## src/rtl/ctrl_packet_initiator.sv

```systemverilog
// ctrl_packet_initiator: host-side initiator for relative-addressed control packets.
// Issues one control beat per host request (hop in ChannelID, register address in
// State) and, for reads, waits for the absolute-addressed read response or a timeout.
// Optional statistics counters are enabled by defining CTRL_PACKET_INITIATOR_STATS_EN.
module ctrl_packet_initiator #(
    parameter int unsigned DATA_WIDTH                  = 512,
    parameter int unsigned STREAM_ID_NUM               = 16,
    parameter int unsigned CHUNK_ID_NUM                = 32,
    parameter int unsigned CHANNEL_ID_NUM              = 1024,
    parameter int unsigned STATE_WIDTH                 = 32,
    parameter int unsigned CP_R_CTRL_READ_REQUEST_32b  = 0,
    parameter int unsigned CP_R_CTRL_WRITE_32b         = 1,
    parameter int unsigned CP_A_CTRL_READ_RESPONSE_32b = 1,
    parameter int unsigned TIMEOUT_CYCLES              = 256,
    localparam int unsigned STREAM_ID_WIDTH  = $clog2(STREAM_ID_NUM),
    localparam int unsigned CHUNK_ID_WIDTH   = $clog2(CHUNK_ID_NUM),
    localparam int unsigned CHANNEL_ID_WIDTH = $clog2(CHANNEL_ID_NUM)
) (
    input  logic                        clk,
    input  logic                        rst,
    // host request port
    input  logic                        req_valid,
    output logic                        req_ready,
    input  logic                        req_write,
    input  logic [CHANNEL_ID_WIDTH-1:0] req_hop,
    input  logic [STREAM_ID_WIDTH-1:0]  req_stream,
    input  logic [STATE_WIDTH-1:0]      req_addr,
    input  logic [31:0]                 req_wdata,
    // forward path
    output logic [DATA_WIDTH-1:0]       out_Data,
    output logic [1:0]                  out_Type,
    output logic                        out_Last,
    output logic [STREAM_ID_WIDTH-1:0]  out_StreamID,
    output logic [CHUNK_ID_WIDTH-1:0]   out_ChunkID,
    output logic [CHANNEL_ID_WIDTH-1:0] out_ChannelID,
    output logic [STATE_WIDTH-1:0]      out_State,
    // return path
    input  logic [DATA_WIDTH-1:0]       in_Data,
    input  logic [1:0]                  in_Type,
    input  logic [STREAM_ID_WIDTH-1:0]  in_StreamID,
    input  logic [CHUNK_ID_WIDTH-1:0]   in_ChunkID,
    input  logic [STATE_WIDTH-1:0]      in_State,
    // host completion port
    output logic                        rsp_valid,
    input  logic                        rsp_ready,
    output logic                        rsp_write,
    output logic                        rsp_timeout,
    output logic [31:0]                 rsp_data
`ifdef CTRL_PACKET_INITIATOR_STATS_EN
    ,
    output logic [15:0]                 stat_issued,
    output logic [15:0]                 stat_timeouts,
    output logic [15:0]                 stat_stray
`endif
);

    localparam int unsigned OPC_W  = CHUNK_ID_WIDTH - 1;
    localparam int unsigned CNT_W  = $clog2(TIMEOUT_CYCLES);
    localparam int unsigned LANES  = DATA_WIDTH / 32;

    localparam logic [OPC_W-1:0] OPC_RD  = OPC_W'(CP_R_CTRL_READ_REQUEST_32b);
    localparam logic [OPC_W-1:0] OPC_WR  = OPC_W'(CP_R_CTRL_WRITE_32b);
    localparam logic [OPC_W-1:0] OPC_RSP = OPC_W'(CP_A_CTRL_READ_RESPONSE_32b);
    localparam logic [CNT_W-1:0] CNT_LAST = CNT_W'(TIMEOUT_CYCLES - 1);

    typedef enum logic [1:0] {
        IDLE     = 2'd0,
        ISSUE    = 2'd1,
        WAIT_RSP = 2'd2,
        RESPOND  = 2'd3
    } state_t;

    state_t                       state;
    logic                         latWrite;
    logic [STREAM_ID_WIDTH-1:0]   latStream;
    logic [STATE_WIDTH-1:0]       latAddr;
    logic [CNT_W-1:0]             waitCnt;

    logic                         rspOpcodeBeat;
    logic                         rspTagMatch;
    logic                         rspMatch;
    logic                         timeoutHit;
    logic                         unusedBits;

    // Classify the return-path beat: absolute read response, and whether it belongs to us
    assign rspOpcodeBeat = in_Type[1] && !in_ChunkID[CHUNK_ID_WIDTH-1]
                           && (in_ChunkID[OPC_W-1:0] == OPC_RSP);
    assign rspTagMatch   = (in_StreamID == latStream) && (in_State == latAddr);
    assign rspMatch      = (state == WAIT_RSP) && rspOpcodeBeat && rspTagMatch;
    assign timeoutHit    = (state == WAIT_RSP) && !rspMatch && (waitCnt == CNT_LAST);

    // Only the low 32 bits of a response carry data; data-valid beats are never ours
    assign unusedBits = ^{in_Data[DATA_WIDTH-1:32], in_Type[0]};

    // Request FSM with registered packet and completion outputs
    always_ff @(posedge clk) begin
        if (rst) begin
            state         <= IDLE;
            req_ready     <= 1'b0;
            out_Type      <= 2'b00;
            out_Last      <= 1'b0;
            out_Data      <= '0;
            out_StreamID  <= '0;
            out_ChunkID   <= '0;
            out_ChannelID <= '0;
            out_State     <= '0;
            rsp_valid     <= 1'b0;
            rsp_write     <= 1'b0;
            rsp_timeout   <= 1'b0;
            rsp_data      <= 32'h0;
            latWrite      <= 1'b0;
            latStream     <= '0;
            latAddr       <= '0;
            waitCnt       <= '0;
        end else begin
            out_Type <= 2'b00;
            out_Last <= 1'b0;
            unique case (state)
                IDLE: begin
                    if (req_valid && req_ready) begin
                        latWrite      <= req_write;
                        latStream     <= req_stream;
                        latAddr       <= req_addr;
                        out_Type      <= 2'b10;
                        out_Last      <= 1'b1;
                        out_ChunkID   <= {1'b1, (req_write ? OPC_WR : OPC_RD)};
                        out_ChannelID <= req_hop;
                        out_StreamID  <= req_stream;
                        out_State     <= req_addr;
                        out_Data      <= req_write ? {LANES{req_wdata}} : '0;
                        req_ready     <= 1'b0;
                        state         <= ISSUE;
                    end else begin
                        req_ready <= 1'b1;
                    end
                end
                ISSUE: begin
                    if (latWrite) begin
                        rsp_valid   <= 1'b1;
                        rsp_write   <= 1'b1;
                        rsp_timeout <= 1'b0;
                        rsp_data    <= 32'h0;
                        state       <= RESPOND;
                    end else begin
                        waitCnt <= '0;
                        state   <= WAIT_RSP;
                    end
                end
                WAIT_RSP: begin
                    waitCnt <= waitCnt + CNT_W'(1);
                    if (rspMatch) begin
                        rsp_valid   <= 1'b1;
                        rsp_write   <= 1'b0;
                        rsp_timeout <= 1'b0;
                        rsp_data    <= in_Data[31:0];
                        state       <= RESPOND;
                    end else if (timeoutHit) begin
                        rsp_valid   <= 1'b1;
                        rsp_write   <= 1'b0;
                        rsp_timeout <= 1'b1;
                        rsp_data    <= 32'hFFFF_FFFF;
                        state       <= RESPOND;
                    end
                end
                RESPOND: begin
                    if (rsp_ready) begin
                        rsp_valid <= 1'b0;
                        req_ready <= 1'b1;
                        state     <= IDLE;
                    end
                end
                default: state <= IDLE;
            endcase
        end
    end

`ifdef CTRL_PACKET_INITIATOR_STATS_EN
    logic strayBeat;

    // A response-opcode beat is stray unless it is the one we are waiting for
    assign strayBeat = rspOpcodeBeat && ((state != WAIT_RSP) || !rspTagMatch);

    // Saturating event counters
    always_ff @(posedge clk) begin
        if (rst) begin
            stat_issued   <= 16'h0;
            stat_timeouts <= 16'h0;
            stat_stray    <= 16'h0;
        end else begin
            if ((state == ISSUE) && (stat_issued != 16'hFFFF)) begin
                stat_issued <= stat_issued + 16'd1;
            end
            if (timeoutHit && (stat_timeouts != 16'hFFFF)) begin
                stat_timeouts <= stat_timeouts + 16'd1;
            end
            if (strayBeat && (stat_stray != 16'hFFFF)) begin
                stat_stray <= stat_stray + 16'd1;
            end
        end
    end
`endif

endmodule

```

## config.mk

```make
export PLATFORM = sky130hd
export DESIGN_NAME = ctrl_packet_initiator
export DESIGN_NICKNAME = d
export VERILOG_FILES = /design/src/rtl/ctrl_packet_initiator.sv
export SDC_FILE = /design/constraint.sdc
export NUM_CORES = 1
export LEC_CHECK = 0
export BUFFER_PORTS_ARGS = -buffer_cell sky130_fd_sc_hd__buf_4
export CORE_AREA = 2 2 485 487
export CTS_BUF_LIST = sky130_fd_sc_hd__clkbuf_4 sky130_fd_sc_hd__clkbuf_8 sky130_fd_sc_hd__clkbuf_16
export DETAILED_ROUTE_END_ITERATION = 8
export DIE_AREA = 0 0 487 489
export GPL_TIMING_DRIVEN = 0
export PLACE_DENSITY = 0.3
export SLEW_MARGIN = 40
export SYNTH_ARGS = -nofsm -noshare
export SYNTH_HDL_FRONTEND = slang
export SYNTH_SLANG_ARGS = --single-unit
```

## constraint.sdc

```tcl
create_clock -name clk -period 2.1 [get_ports clk]
set_input_delay 0.42 -clock clk [delete_from_list [all_inputs] [get_ports clk]]
set_output_delay 0.42 -clock clk [all_outputs]
set_load 0.005 [all_outputs]
```

==> results of run 1 <==
## layout make-up
cell class | count | share of cell area, %
tap | 3060 | 19.4
inverter | 6 | 0.127
clock inverter | 12 | 0.750
buffer | 531 | 19.9
sequential | 127 | 13.3
antenna | 5 | 0.0636
multi-input combinational | 462 | 13.8
timing repair buffer | 767 | 30.3
clock buffer | 20 | 2.34
## layer usage
metal	up-vias	wire, um
met5	-	159
met3	73	6270
met2	588	33300
li1	4716	-
met4	24	777
met1	4179	30500
## where the power goes
| part | total, uW | switching, uW | internal (uW) | leakage [uW] |
|---|---|---|---|---|
| combinational | 3200 | 1340 | 1860 | 0.00783 |
| sequential | 2960 | 402 | 2560 | 0.00105 |
| clock | 3530 | 1680 | 1860 | 0.000299 |
## synthesized netlist by cell type
| cell type | n |
|---|---|
| a2111o_1 | 1 |
| a2111oi_2 | 1 |
| a211o_1 | 1 |
| a211oi_1 | 3 |
| a21bo_2 | 1 |
| a21oi_1 | 85 |
| a311oi_1 | 1 |
| a31oi_1 | 2 |
| a32oi_1 | 1 |
| and3_1 | 3 |
| and3_2 | 1 |
| and4_1 | 1 |
| buf_1 | 3 |
| buf_2 | 1 |
| buf_4 | 486 |
| buf_6 | 5 |
| clkbuf_1 | 38 |
| conb_1 | 1 |
| dfxtp_1 | 127 |
| ha_1 | 5 |
| inv_1 | 6 |
| mux2i_1 | 32 |
| nand2_1 | 134 |
| nand2b_1 | 34 |
| nand3_1 | 36 |
| nand4_1 | 10 |
| nor2_1 | 19 |
| nor2b_1 | 2 |
| nor3b_1 | 2 |
| nor4_1 | 3 |
| nor4_2 | 1 |
| nor4bb_1 | 1 |
| o21ai_0 | 34 |
| o21bai_1 | 1 |
| o22ai_1 | 1 |
| xnor2_1 | 29 |
| xor2_1 | 13 |
## critical path, stage by stage, from the launching register on
cell	delay [ps]
dfxtp_1	510
xnor2_1	170
nand4_1	190
nor4_4	310
nand4_1	130
buf_6	170
buf_6	130
a21bo_4	270
buf_12	160
mux2i_2	140
## per-stage QoR
step           setup WS, ps  instances  util [%]  cell area [um2]  hold WS (ps)
2_1_floorplan          73.5       1128         -             9030           453
6_report               -201       4990      8.43            19700           135
5_1_grt                -281       4985      8.42            19700          83.4
3_5_place_dp          -1180       4949      8.05            18800           457
3_3_place_gp          -2010       4940      7.92            18500           455
4_1_cts                -373       4985      8.38            19600          46.5
## path summary, 6_finish.rpt
path | cells past startpoint | slack (ps) | startpoint | to
min | 3 | 130 | req_hop[2] | out_ChannelID[2]
max reg2reg | 9 | -200 | latAddr[28] | rsp_data[0]
max | 9 | -200 | latAddr[28] | rsp_data[0]
min reg2reg | 2 | 470 | out_ChannelID[2] | out_ChannelID[2]
## repair_timing
item / in CTS / in global routing
endpoints found under the setup margin: 404 / 70
pin swaps: 4 / 2
gates cloned: 0 / 1
buffers inserted: 5 / 0
hold buffers: 0 / 0
gates resized for setup: 55 / 31
## logic make-up (layout without fill, tap and decap cells)
| logic type | after synthesis | count (layout) | synth area share, % |
|---|---|---|---|
| AOI/OAI and AO/OA | 132 | 132 | 7.83 |
| xor gates and xnor gates | 42 | 42 | 4.08 |
| adders and majority gates | 5 | 5 | 0.693 |
| buffers and inverters | 539 | 1336 | 43.1 |
| DFF | 127 | 127 | 28.2 |
| muxes | 32 | 32 | 3.55 |
| other | 1 | 9 | 0.0416 |
| and+or+nand+nor | 247 | 247 | 12.6 |
## sequential cells by signal, indices dropped and copies added, names as in the netlist
register / flops
latAddr: 32
latStream: 4
out_ChannelID: 10
out_ChunkID: 2
out_Data: 32
out_Type: 1
req_ready: 1
rsp_data: 32
rsp_timeout: 1
rsp_valid: 1
rsp_write: 1
state: 2
waitCnt: 8
==> flow_metrics.env, run 1 <==
export IMPL_status="finished with violations"
export IMPL_violations="negative setup slack"
export IMPL_met1_usage_pct=6.82
export IMPL_ys_ff_latch=127
export IMPL_hold_path_class="in2reg"
export IMPL_power_uw=9690
export IMPL_pin_count=1240
export IMPL_cp_arrival_ps=2720
export IMPL_wl_per_cell_um=14.2
export IMPL_core_area_um2=234000
export IMPL_power_density_nw_per_um2=492
export IMPL_cts_max_path_buffers=2
export IMPL_p_leak_uw=0.00918
export IMPL_drv_cap=0
export IMPL_synth_distinct_cells=37
export IMPL_final_common_cell="buf_4"
export IMPL_cts_buffers=17
export IMPL_clock_sinks=127
export IMPL_hold_viol_final=0
export IMPL_multiInputGateArea_um2=2720
export IMPL_vias=9580
export IMPL_ys_warn_count=0
export IMPL_worstSetupPathType="reg2reg"
export IMPL_syn_avg_cell_area_um2=8.02
export IMPL_worst_slack_ps=-201
export IMPL_synth_cells=1125
export IMPL_grtUsageMet3_pct=2.22
export IMPL_overflow=0
export IMPL_clk_latency_ps=530
export IMPL_clk_pin_slew_ps=100
export IMPL_ir_worst_vdd_uv=684
export IMPL_drive_above_1_share_pct=70.6
export IMPL_antenna_found_initial=28
export IMPL_gp_congestion=0.713
export IMPL_yosysSeqAreaShare_pct=28.2
export IMPL_yosysTopAreaCellShare_pct=40.4
export IMPL_synthToLayoutAreaGrowth_pct=118
export IMPL_fillerInstances=27400
export IMPL_ant_nets=0
export IMPL_cp_data_required_time_ps=2520
export IMPL_worstPathMaxFanout=6
export IMPL_start_kind="flip-flop"
export IMPL_period_share_pct=110
export IMPL_busiest_layer="met2"
export IMPL_grt_first_pass_wirelength_um=87100
export IMPL_row_count=178
export IMPL_layout_common_cells="buf_4, nand2_1, dfxtp_1, a21oi_1, nand2b_1"
export IMPL_fmax_mhz=435
export IMPL_final_max_slew_viol_count=0
export IMPL_setup_violations=35
export IMPL_worstSetupEndpointType="flip-flop"
export IMPL_htree_num_levels=4
export IMPL_yosysTopAreaCell="buf_4"
export IMPL_grt_met2_usage_pct=9.44
export IMPL_drtIter0Drc=249
export IMPL_relSlewSlack_pct=53.3
export IMPL_grt_pass1_vias=8679
export IMPL_synth_area_leaders="buf_4, dfxtp_1, nand2_1, a21oi_1, mux2i_1"
export IMPL_period_needed_ps=2300
export IMPL_initial_core_util_pct=3.86
export IMPL_dieArea_um2=238000
export IMPL_cts_tree="done"
export IMPL_avgViaCountPerCell=1.92
export IMPL_io_buffers=752
export IMPL_drc=0
export IMPL_dpl_hpwl_um=61300
export IMPL_synth_area_um2=9020
export IMPL_dr_pass1_iters=4
export IMPL_rsz0062_at_grt="yes"
export IMPL_fin_tns_setup_ps=-6230
export IMPL_cts_root_buf="clkbuf_16"
export IMPL_routed_wl_um=71000
export IMPL_nets=2555
export IMPL_die_w_um=487
export IMPL_ff_latch_area_um2=2610
export IMPL_grt_max_degree=18
export IMPL_tightestPinTransition_ps=698
export IMPL_clock_skew_ps=35.6
export IMPL_die_h_um=489
export IMPL_grtUsageTotal_pct=5.63
Note: power is estimated with default switching activity, not from simulation.
==> inputs of run 2 (changes only) <==
--- a/config.mk
+++ b/config.mk
@@ -12,7 +12,8 @@
 export DIE_AREA = 0 0 487 489
 export GPL_TIMING_DRIVEN = 0
 export PLACE_DENSITY = 0.3
-export SLEW_MARGIN = 40
+export RECOVER_POWER = 50
+export SLEW_MARGIN = 10
 export SYNTH_ARGS = -nofsm -noshare
 export SYNTH_HDL_FRONTEND = slang
 export SYNTH_SLANG_ARGS = --single-unit
==> flow_metrics.env, run 2 (same netlist as run 1, synthesis figures left out) <==
export IMPL_clk_pin_slew_ps=90
export IMPL_cts_root_buf="clkbuf_16"
export IMPL_gp_congestion=0.713
export IMPL_p_int_uw=6070
export IMPL_relSlewSlack_pct=45.2
export IMPL_avgViaCountPerCell=1.92
export IMPL_clkPwrFrac_pct=35.7
export IMPL_dpl_worst_slack_ps=-1090
export IMPL_grtUsageTotal_pct=5.64
export IMPL_post_place_cells=4947
export IMPL_pwr_share_seq_pct=31.2
export IMPL_r2r_start="latAddr[25]"
export IMPL_wl_per_cell_um=14.1
export IMPL_row_count=178
export IMPL_drtIter0Drc=239
export IMPL_switching_share_pct=35.7
export IMPL_p_leak_uw=0.00877
export IMPL_worst_slack_ps=-216
export IMPL_die_h_um=489
export IMPL_rsz0062_at_grt="yes"
export IMPL_layout_common_cells="buf_4, clkbuf_4, nand2_1, dfxtp_1"
export IMPL_drive_above_1_share_pct=67.6
export IMPL_clock_sinks=127
export IMPL_dr_pass1_iters=4
export IMPL_status="finished with violations"
export IMPL_pin_count=1240
export IMPL_overflow=0
export IMPL_grt_first_pass_wirelength_um=87300
export IMPL_hold_viol_final=0
export IMPL_hold_path_class="in2reg"
export IMPL_antenna_found_initial=33
export IMPL_grt_met2_usage_pct=9.49
export IMPL_start_kind="flip-flop"
export IMPL_reg_top3="latAddr (32), out_Data (32), rsp_data (32)"
export IMPL_switchingPower_uw=3370
export IMPL_cts_max_path_buffers=2
export IMPL_routed_wl_um=70200
export IMPL_hold_path_startpoint="req_hop[2]"
export IMPL_tightestPinTransition_ps=822
export IMPL_period_share_pct=110
export IMPL_fin_util_pct=8.33
export IMPL_grt_max_degree=18
export IMPL_initial_core_util_pct=3.86
export IMPL_worstPathMaxFanout=8
export IMPL_fmax_mhz=432
export IMPL_dieArea_um2=238000
export IMPL_ant_nets=0
export IMPL_final_cells=4993
export IMPL_violations="negative setup slack"
export IMPL_vias=9577
export IMPL_clk_latency_ps=530
export IMPL_synthToLayoutAreaGrowth_pct=116
export IMPL_setup_violations=42
export IMPL_cp_data_required_time_ps=2500
export IMPL_met1_usage_pct=6.73
export IMPL_dpl_hpwl_um=61100
export IMPL_power_density_nw_per_um2=485
export IMPL_final_common_cell="buf_4"
export IMPL_combPwrFrac_pct=33.1
export IMPL_nets=2557
export IMPL_grt_pass1_vias=8739
export IMPL_worstSetupEndpointType="flip-flop"
export IMPL_cp_arrival_ps=2720
export IMPL_die_w_um=487
export IMPL_grtUsageMet3_pct=2.31
export IMPL_ir_worst_vdd_uv=699
export IMPL_htree_num_levels=4
export IMPL_cts_tree="done"
export IMPL_io_buffers=752
export IMPL_cts_buffers=17
export IMPL_drv_cap=0
export IMPL_final_max_slew_viol_count=0
export IMPL_crit_start="latAddr[25]"
export IMPL_clock_skew_ps=33.8
export IMPL_worstSetupPathType="reg2reg"
export IMPL_period_needed_ps=2320
export IMPL_fin_tns_setup_ps=-6170
export IMPL_busiest_layer="met2"
export IMPL_core_area_um2=234000
export IMPL_drc=0
==> run 2: changes by cell type in the layout (fill, tap and decap cells not counted), sizes merged <==
cell | before | now
buf | 1263 | 952
clkinv | 3 | 4
inv | 12 | 11
bufinv | 2 | 1
diode | 5 | 6
clkinvlp | 1 | 2
clkbuf | 55 | 368
==> run 2: stage by stage <==
stage          cell area (um2)  hold WS (ps)  total power [uW]
2_1_floorplan             9030           453              4160
3_3_place_gp             18500           455              6240
3_5_place_dp             18700           453              6250
4_1_cts                  19600          46.2              9980
5_1_grt                  19400          82.9             10200
6_report                 19500           149              9440
==> run 2: worst max-delay path: stages, from the launching register on <==
cell       delay [ps]
dfxtp_1           500
xnor2_1           220
nand4_1           190
nor4_4            250
nand4_1           130
buf_6             170
buf_6             130
a21bo_4           300
clkbuf_16         200
mux2i_1           110
==> run 2: final timing paths <==
path | to | slack, ps | cells past startpoint
max | rsp_data[9] | -220 | 9
min | out_ChannelID[2] | 150 | 3
max reg2reg | rsp_data[9] | -220 | 9
min reg2reg | out_ChannelID[9] | 460 | 2
==> run 2: final cells by class <==
| cell class | count | area, um2 |
|---|---|---|
| Inverter | 6 | 25.0 |
| Clock inverter | 12 | 125 |
| Fill cell | 27500 | 214000 |
| Timing Repair Buffer | 770 | 5720 |
| Buffer | 530 | 3940 |
| Antenna cell | 6 | 15.0 |
| Tap cell | 3060 | 3830 |
| Clock buffer | 20 | 460 |
| Multi-Input combinational cell | 462 | 2740 |
| Sequential cell | 127 | 2600 |
==> run 2: metal layers <==
| layer | vias up | share of wire, % |
|---|---|---|
| met5 | - | 0.22 |
| met4 | 26 | 0.97 |
| met3 | 72 | 8.8 |
| met2 | 589 | 47 |
| met1 | 4173 | 43 |
| li1 | 4717 | - |
==> run 2: timing repair <==
| item | 4_1_cts | 5_1_grt |
|---|---|---|
| pin swaps | 5 | 4 |
| resized for setup | 80 | 27 |
| setup endpoints to repair | 556 | 91 |
| setup buffers | 7 | 1 |
| cloned | 1 | 2 |
| endpoints found under the hold margin | 0 | 0 |
| hold buffers | 0 | 0 |
==> run 2: power groups by stage <==
stage               Sequential (uW)  Combinational [uW]  Clock, uW
floorplan                      2810                1350          0
global placement               3050                3190          0
detailed placement             3030                3220          0
global route                   2990                3440       3720
finish                         2940                3130       3370
CTS                            2980                3320       3690
